File: src/rtl/load_store_unit_pkg.sv
// Shared opcode, FSM state and byte-enable definitions for the load/store unit.
// Opcode helpers classify ALU codes so every file agrees on what counts as a memory op.
package load_store_unit_pkg;

    localparam logic [5:0] ALU_SB  = 6'd18;
    localparam logic [5:0] ALU_SH  = 6'd19;
    localparam logic [5:0] ALU_SW  = 6'd20;
    localparam logic [5:0] ALU_LB  = 6'd21;
    localparam logic [5:0] ALU_LH  = 6'd22;
    localparam logic [5:0] ALU_LW  = 6'd23;
    localparam logic [5:0] ALU_LBU = 6'd24;
    localparam logic [5:0] ALU_LHU = 6'd25;

    localparam logic [3:0] MEM_BE_BYTE    = 4'b0001;
    localparam logic [3:0] MEM_BE_LO_HALF = 4'b0011;
    localparam logic [3:0] MEM_BE_HI_HALF = 4'b1100;
    localparam logic [3:0] MEM_BE_WORD    = 4'b1111;

    typedef enum logic {
        LSU_IDLE = 1'b0,
        LSU_BUSY = 1'b1
    } lsu_state_e;

    function automatic logic is_mem_op(input logic [5:0] op);
        return op inside {ALU_SB, ALU_SH, ALU_SW, ALU_LB, ALU_LH, ALU_LW, ALU_LBU, ALU_LHU};
    endfunction

    function automatic logic is_load(input logic [5:0] op);
        return op inside {ALU_LB, ALU_LH, ALU_LW, ALU_LBU, ALU_LHU};
    endfunction

    // Byte accesses can never be misaligned; halves need bit 0 clear, words both bits.
    function automatic logic is_misaligned(input logic [5:0] op, input logic [1:0] lo);
        logic mis;
        mis = 1'b0;
        case (op)
            ALU_SH, ALU_LH, ALU_LHU: mis = lo[0];
            ALU_SW, ALU_LW:          mis = |lo;
            default:                 mis = 1'b0;
        endcase
        return mis;
    endfunction

endpackage

File: src/rtl/load_store_unit_load_extend.sv
// Selects the addressed byte/half of a read word and sign- or zero-extends it
// according to the load opcode; full words pass through.
module lsu_load_extend
    import load_store_unit_pkg::*;
(
    input  logic [5:0]  alucode,
    input  logic [1:0]  addr_lo,
    input  logic [31:0] rdata,
    output logic [31:0] result
);

    logic [7:0]  byte_sel;
    logic [15:0] half_sel;

    always_comb begin
        byte_sel = rdata[7:0];
        case (addr_lo)
            2'd0:    byte_sel = rdata[7:0];
            2'd1:    byte_sel = rdata[15:8];
            2'd2:    byte_sel = rdata[23:16];
            default: byte_sel = rdata[31:24];
        endcase
        half_sel = addr_lo[1] ? rdata[31:16] : rdata[15:0];
    end

    always_comb begin
        result = rdata;
        case (alucode)
            ALU_LB:  result = {{24{byte_sel[7]}}, byte_sel};
            ALU_LBU: result = {24'd0, byte_sel};
            ALU_LH:  result = {{16{half_sel[15]}}, half_sel};
            ALU_LHU: result = {16'd0, half_sel};
            default: result = rdata;
        endcase
    end

endmodule

File: src/rtl/load_store_unit.sv
// Memory stage: turns one accepted load/store into a single req/ack bus transaction,
// with misalignment rejection, an ack timeout and extended load data for writeback.
module load_store_unit
    import load_store_unit_pkg::*;
#(
    parameter int TIMEOUT = 256
) (
    input  logic        clk,
    input  logic        rst,
    input  logic        req_valid,
    output logic        req_ready,
    input  logic [5:0]  alucode,
    input  logic [31:0] addr,
    input  logic [31:0] store_data,
    input  logic [4:0]  rd_in,
    output logic        stall,
    output logic        mem_req,
    output logic        mem_we,
    output logic [31:0] mem_addr,
    output logic [31:0] mem_wdata,
    output logic [3:0]  mem_be,
    input  logic        mem_ack,
    input  logic [31:0] mem_rdata,
    output logic        resp_valid,
    output logic [31:0] resp_data,
    output logic [4:0]  resp_rd,
    output logic        misaligned,
    output logic        bus_err
);

    localparam int CW = $clog2(TIMEOUT + 1);
    localparam logic [CW-1:0] TMO_LAST = CW'(TIMEOUT - 1);

    lsu_state_e    state, state_nxt;
    logic [CW-1:0] tmo_cnt;
    logic [5:0]    op_q;
    logic [1:0]    off_q;
    logic [4:0]    rd_q;
    logic          accept, misalign, ack_done, timed_out;
    logic [3:0]    be_nxt;
    logic [31:0]   wdata_nxt;
    logic [31:0]   ext_data;

    // Handshake: an op transfers when req_valid & req_ready and the code is a memory op;
    // req_ready is purely the IDLE state, so non-memory codes are simply never taken.
    assign req_ready = (state == LSU_IDLE);
    assign accept    = req_valid & req_ready & is_mem_op(alucode);
    assign misalign  = is_misaligned(alucode, addr[1:0]);
    assign ack_done  = (state == LSU_BUSY) & mem_ack;
    assign timed_out = (state == LSU_BUSY) & ~mem_ack & (tmo_cnt == TMO_LAST);
    assign stall     = (state != LSU_IDLE) | (req_valid & ~req_ready);

    lsu_load_extend u_load_extend (
        .alucode (op_q),
        .addr_lo (off_q),
        .rdata   (mem_rdata),
        .result  (ext_data)
    );

    always_ff @(posedge clk or posedge rst) begin
        if (rst) state <= LSU_IDLE;
        else     state <= state_nxt;
    end

    always_comb begin
        state_nxt = state;
        case (state)
            LSU_IDLE: if (accept && !misalign)     state_nxt = LSU_BUSY;
            LSU_BUSY: if (ack_done || timed_out)   state_nxt = LSU_IDLE;
            default:                               state_nxt = LSU_IDLE;
        endcase
    end

    always_comb begin
        be_nxt    = MEM_BE_WORD;
        wdata_nxt = store_data;
        case (alucode)
            ALU_SB: begin
                be_nxt    = MEM_BE_BYTE << addr[1:0];
                wdata_nxt = {4{store_data[7:0]}};
            end
            ALU_SH: begin
                be_nxt    = addr[1] ? MEM_BE_HI_HALF : MEM_BE_LO_HALF;
                wdata_nxt = {2{store_data[15:0]}};
            end
            default: ;
        endcase
    end

    always_ff @(posedge clk or posedge rst) begin
        if (rst) begin
            mem_req    <= 1'b0;
            mem_we     <= 1'b0;
            mem_addr   <= '0;
            mem_wdata  <= '0;
            mem_be     <= '0;
            resp_valid <= 1'b0;
            resp_data  <= '0;
            resp_rd    <= '0;
            misaligned <= 1'b0;
            bus_err    <= 1'b0;
            tmo_cnt    <= '0;
            op_q       <= '0;
            off_q      <= '0;
            rd_q       <= '0;
        end else begin
            resp_valid <= 1'b0;
            resp_data  <= '0;
            resp_rd    <= '0;
            misaligned <= 1'b0;
            bus_err    <= 1'b0;
            if (accept) begin
                if (misalign) begin
                    resp_valid <= 1'b1;
                    misaligned <= 1'b1;
                end else begin
                    mem_req   <= 1'b1;
                    mem_we    <= ~is_load(alucode);
                    mem_addr  <= {addr[31:2], 2'b00};
                    mem_be    <= be_nxt;
                    mem_wdata <= wdata_nxt;
                    op_q      <= alucode;
                    off_q     <= addr[1:0];
                    rd_q      <= rd_in;
                    tmo_cnt   <= '0;
                end
            end else if (ack_done) begin
                // An ack on the last counted cycle still completes normally.
                mem_req    <= 1'b0;
                resp_valid <= 1'b1;
                if (is_load(op_q)) begin
                    resp_data <= ext_data;
                    resp_rd   <= rd_q;
                end
            end else if (timed_out) begin
                mem_req    <= 1'b0;
                resp_valid <= 1'b1;
                bus_err    <= 1'b1;
            end else if (state == LSU_BUSY) begin
                tmo_cnt <= tmo_cnt + CW'(1);
            end
        end
    end

endmodule

File: config.mk
export PLATFORM = sky130hd
export DESIGN_NAME = load_store_unit
export DESIGN_NICKNAME = d
export VERILOG_FILES = /design/src/rtl/load_store_unit_pkg.sv /design/src/rtl/load_store_unit_load_extend.sv /design/src/rtl/load_store_unit.sv
export SDC_FILE = /design/constraint.sdc
export NUM_CORES = 1
export LEC_CHECK = 0
export CAP_MARGIN = 15
export CORE_UTILIZATION = 39
export CTS_CLUSTER_DIAMETER = 60
export CTS_CLUSTER_SIZE = 24
export DETAILED_ROUTE_END_ITERATION = 12
export PLACE_DENSITY = 0.72
export SLEW_MARGIN = 20
export SYNTH_ARGS = -nofsm -noshare
export SYNTH_HDL_FRONTEND = slang
export SYNTH_SLANG_ARGS = --single-unit
File: constraint.sdc
create_clock -name clk -period 7.02 [get_ports clk]
set_input_delay 1.404 -clock clk [delete_from_list [all_inputs] [get_ports clk]]
set_output_delay 1.404 -clock clk [all_outputs]
set_load 0.005 [all_outputs]
==> results.yml <==
outcome:
  outcome: "finished clean"
grt:
  grt_pass1_wl_um: 25600
  grt_overflow: 0
  grt_pass1_vias: 5035
  antenna_found_initial: 0
  track_usage: 0.208
  grt_max_degree: 87
synthesis:
  synth_top_area_share: 0.547
  yosys_warnings: 0
  synthArstFlopShare: 1.00
  synth_cells: 536
  yosysTopAreaCell: "dfrtp_1"
  ys_top_cells_by_area: "dfrtp_1 55%, mux2_2 11%, o21ai_0 3.6%"
  ys_seq_area_frac: 0.547
  synthFlopType: "dfrtp_1"
  syn_area_per_cell_sq_um: 11.2
  synth_cell_types: 54
  synth_area_sq_um: 5990
  ys_ff_latch: 131
  synth_edf_count: 0
setup_path:
  crit_family: "buffers and inverters"
  r2r_slack_ps: 4220
  regToRegEndpoint: "tmo_cnt[7]$_DFFE_PP0P_"
  required_ps: 7320
  worst_path_max_delay_cell: "o211ai_4"
  worst_ep_arrival_time_ps: 4480
  cp_max_fo: 51
  worstPathBufferInverterCount: 3
  worstPathCellList: "clkdlybuf4s50_1, inv_1, o2111ai_1, o211ai_4, buf_4, mux2_2"
  path_class: "input pin to flip-flop"
  start_kind: "input pin"
  cp-end-kind: "flip-flop"
  reg2reg_depth: 10
  endpoint: "mem_addr[9]$_DFFE_PP0P_"
  timing.rr.start: "tmo_cnt[0]$_DFFE_PP0P_"
  worstSetupPathDepth: 6
  cp-startpoint: "alucode[0]"
  max_stage_delay_ps: 780
timing:
  fin_tns_setup_ps: 0
  finalMaxSlewViolations: 0
  worstMarginPinSlew_ps: 964
  fmax_mhz: 239
  worst_slack_ps: 2830
  setup_viol: 0
  hold_viol_final: 0
  finalCritPeriodShare: 0.596
  fin_crit_ps: 4190
  slew_headroom: 0.355
  rsz0062_at_grt: "no"
  finClkSkew_ps: 8.11
cts:
  cts_sinks: 131
  cts_setup_buffers: 0
  clkLatencyLatePin_ps: 420
  postCtsHoldBufs: 0
  cts_buffers: 17
  cts_tree: "built"
  clk_pin_slew_ps: 50
  cts_max_path_buffers: 2
  htree_levels: 4
  cts_root_buf: "clkbuf_16"
  cts_resized: 0
placed_design:
  pre_cts_ws_ps: 2400
  gp_congestion: 0.863
  dp_hpwl_um: 11600
  place_area_sq_um: 8260
  io_buffers: 220
routing:
  drt_wl_total_um: 16100
  dr.first_iter.drc_count: 278
  drtAntennaViolNets: 0
  drc: 0
  firstDrtPassIters: 6
  routedWlPerCell_um: 17.1
  vias_per_cell: 5.23
  num_vias: 4914
power:
  p_per_area_nw_per_um2: 278
  peakVddDrop_mv: 0.174
  p_leak_nw: 3.92
finish:
  fillers: 1226
  utilization: 0.600
  layout-drive-gt1-share: 0.134
  layout_commonest_cell: "clkdlybuf4s50_1"
  antenna_cells: 0
  area_delta_synth_final_pct: 47.8
  mostFrequentLayoutCells: "220 x clkdlybuf4s50_1, 131 x dfrtp_1, 57 x mux2_2"
  nets: 857
  design_area_sq_um: 8850
run:
  drv_cap: 0
die:
  rows: 44
  start_util: 0.406
  die_h_um: 126
  die-area_sq_um: 15900
  die_w_um: 126
  io_pins: 223
  core_sq_um: 14800
min_path:
  worstHoldPathType: "flip-flop to flip-flop"
==> metal layers <==
metal / vias to the layer above / GRT usage / part of all wire
met5: - / 0 / 0
met2: 203 / 0.352 / 0.49
li1: 2321 / - / -
met1: 2369 / 0.244 / 0.41
met3: 21 / 0.0718 / 0.084
met4: 0 / 0.0801 / 0.016
==> cell usage after synthesis, types with 2 or more instances <==
master	count
ha_1	2
mux2_2	57
nor2b_1	12
o31ai_1	14
o21ai_1	4
nand2b_1	7
and2_1	14
o21ai_0	43
mux2i_1	9
nor3_1	4
inv_1	8
buf_4	3
nand2_1	41
and4bb_2	2
buf_2	16
o211ai_1	2
a222oi_1	7
a211oi_1	8
clkbuf_1	11
o21bai_1	7
a21oi_1	18
buf_6	4
o211a_1	9
nand3_1	7
and3_1	4
o31ai_2	2
dfrtp_1	131
nor3b_1	3
nor2_1	56
a31oi_1	4
o21a_1	4
==> worst register-to-register path, cell delays in order (launching register included) <==
cell and delay, ps:
dfrtp_1 400, ha_1 210, and3_1 170, and3_1 220
and3_1 190, ha_1 210, or3b_2 570, nor3_2 270
nand3_1 130, a221oi_1 250, a21oi_1 70
==> cells by family (layout without fill, tap and decap cells) <==
logic type | count (synthesis) | count (layout) | share of synthesized area
and+or+nand+nor | 161 | 161 | 0.136
AOI/OAI and AO/OA | 131 | 131 | 0.151
DFF | 131 | 131 | 0.547
muxes | 66 | 66 | 0.122
buffers and inverters | 43 | 261 | 0.0374
adders and majority gates | 2 | 2 | 0.00418
other | 1 | 2 | 0.000626
xor gates and xnor gates | 1 | 1 | 0.00146
==> per-stage QoR <==
step / total power, mW / cells / hold WS, ps
floorplan: 1.25 / 537 / 447
global placement: 1.58 / 909 / 462
detailed placement: 1.59 / 909 / 465
CTS: 2.48 / 939 / 480
global route: 2.58 / 939 / 501
finish: 2.46 / 939 / 472
==> worst min path at each step <==
stage,startpoint,endpoint,depth (start not counted)
floorplan,rd_q[0]$_DFFE_PP0P_,resp_rd[0]$_DFF_PP0_,1
global placement,mem_wdata[23]$_DFFE_PP0P_,mem_wdata[23]$_DFFE_PP0P_,2
detailed placement,rd_q[1]$_DFFE_PP0P_,resp_rd[1]$_DFF_PP0_,1
CTS,rd_q[1]$_DFFE_PP0P_,resp_rd[1]$_DFF_PP0_,1
global route,rd_q[1]$_DFFE_PP0P_,resp_rd[1]$_DFF_PP0_,1
finish,rd_q[1]$_DFFE_PP0P_,resp_rd[1]$_DFF_PP0_,1
==> flip-flops by register name (all words and copies together) (netlist names) <==
register / count
mem_addr: 30
op_q: 6
mem_req: 1
mem_we: 1
state: 1
resp_data: 32
tmo_cnt: 9
rd_q: 5
resp_valid: 1
bus_err: 1
resp_rd: 5
mem_wdata: 32
misaligned: 1
mem_be: 4
off_q: 2
==> cell type report <==
cell class / instances / area [sq um] / share of cell area
clock inverters: 4 / 70.1 / 0.00791
well taps: 184 / 230 / 0.0260
clock buffers: 26 / 519 / 0.0586
repair buffers: 223 / 2230 / 0.252
multi-input cells: 363 / 2490 / 0.282
flip-flops and latches: 131 / 3280 / 0.370
inverters: 8 / 35.0 / 0.00396
==> power by group <==
part           leakage (nW)  switching (mW)  total [mW]  internal, mW
Combinational          1.96           0.240       0.606         0.366
Sequential             1.67          0.0943       0.973         0.879
Clock                 0.292           0.306       0.880         0.574
(Power assumes the default switching activity.)
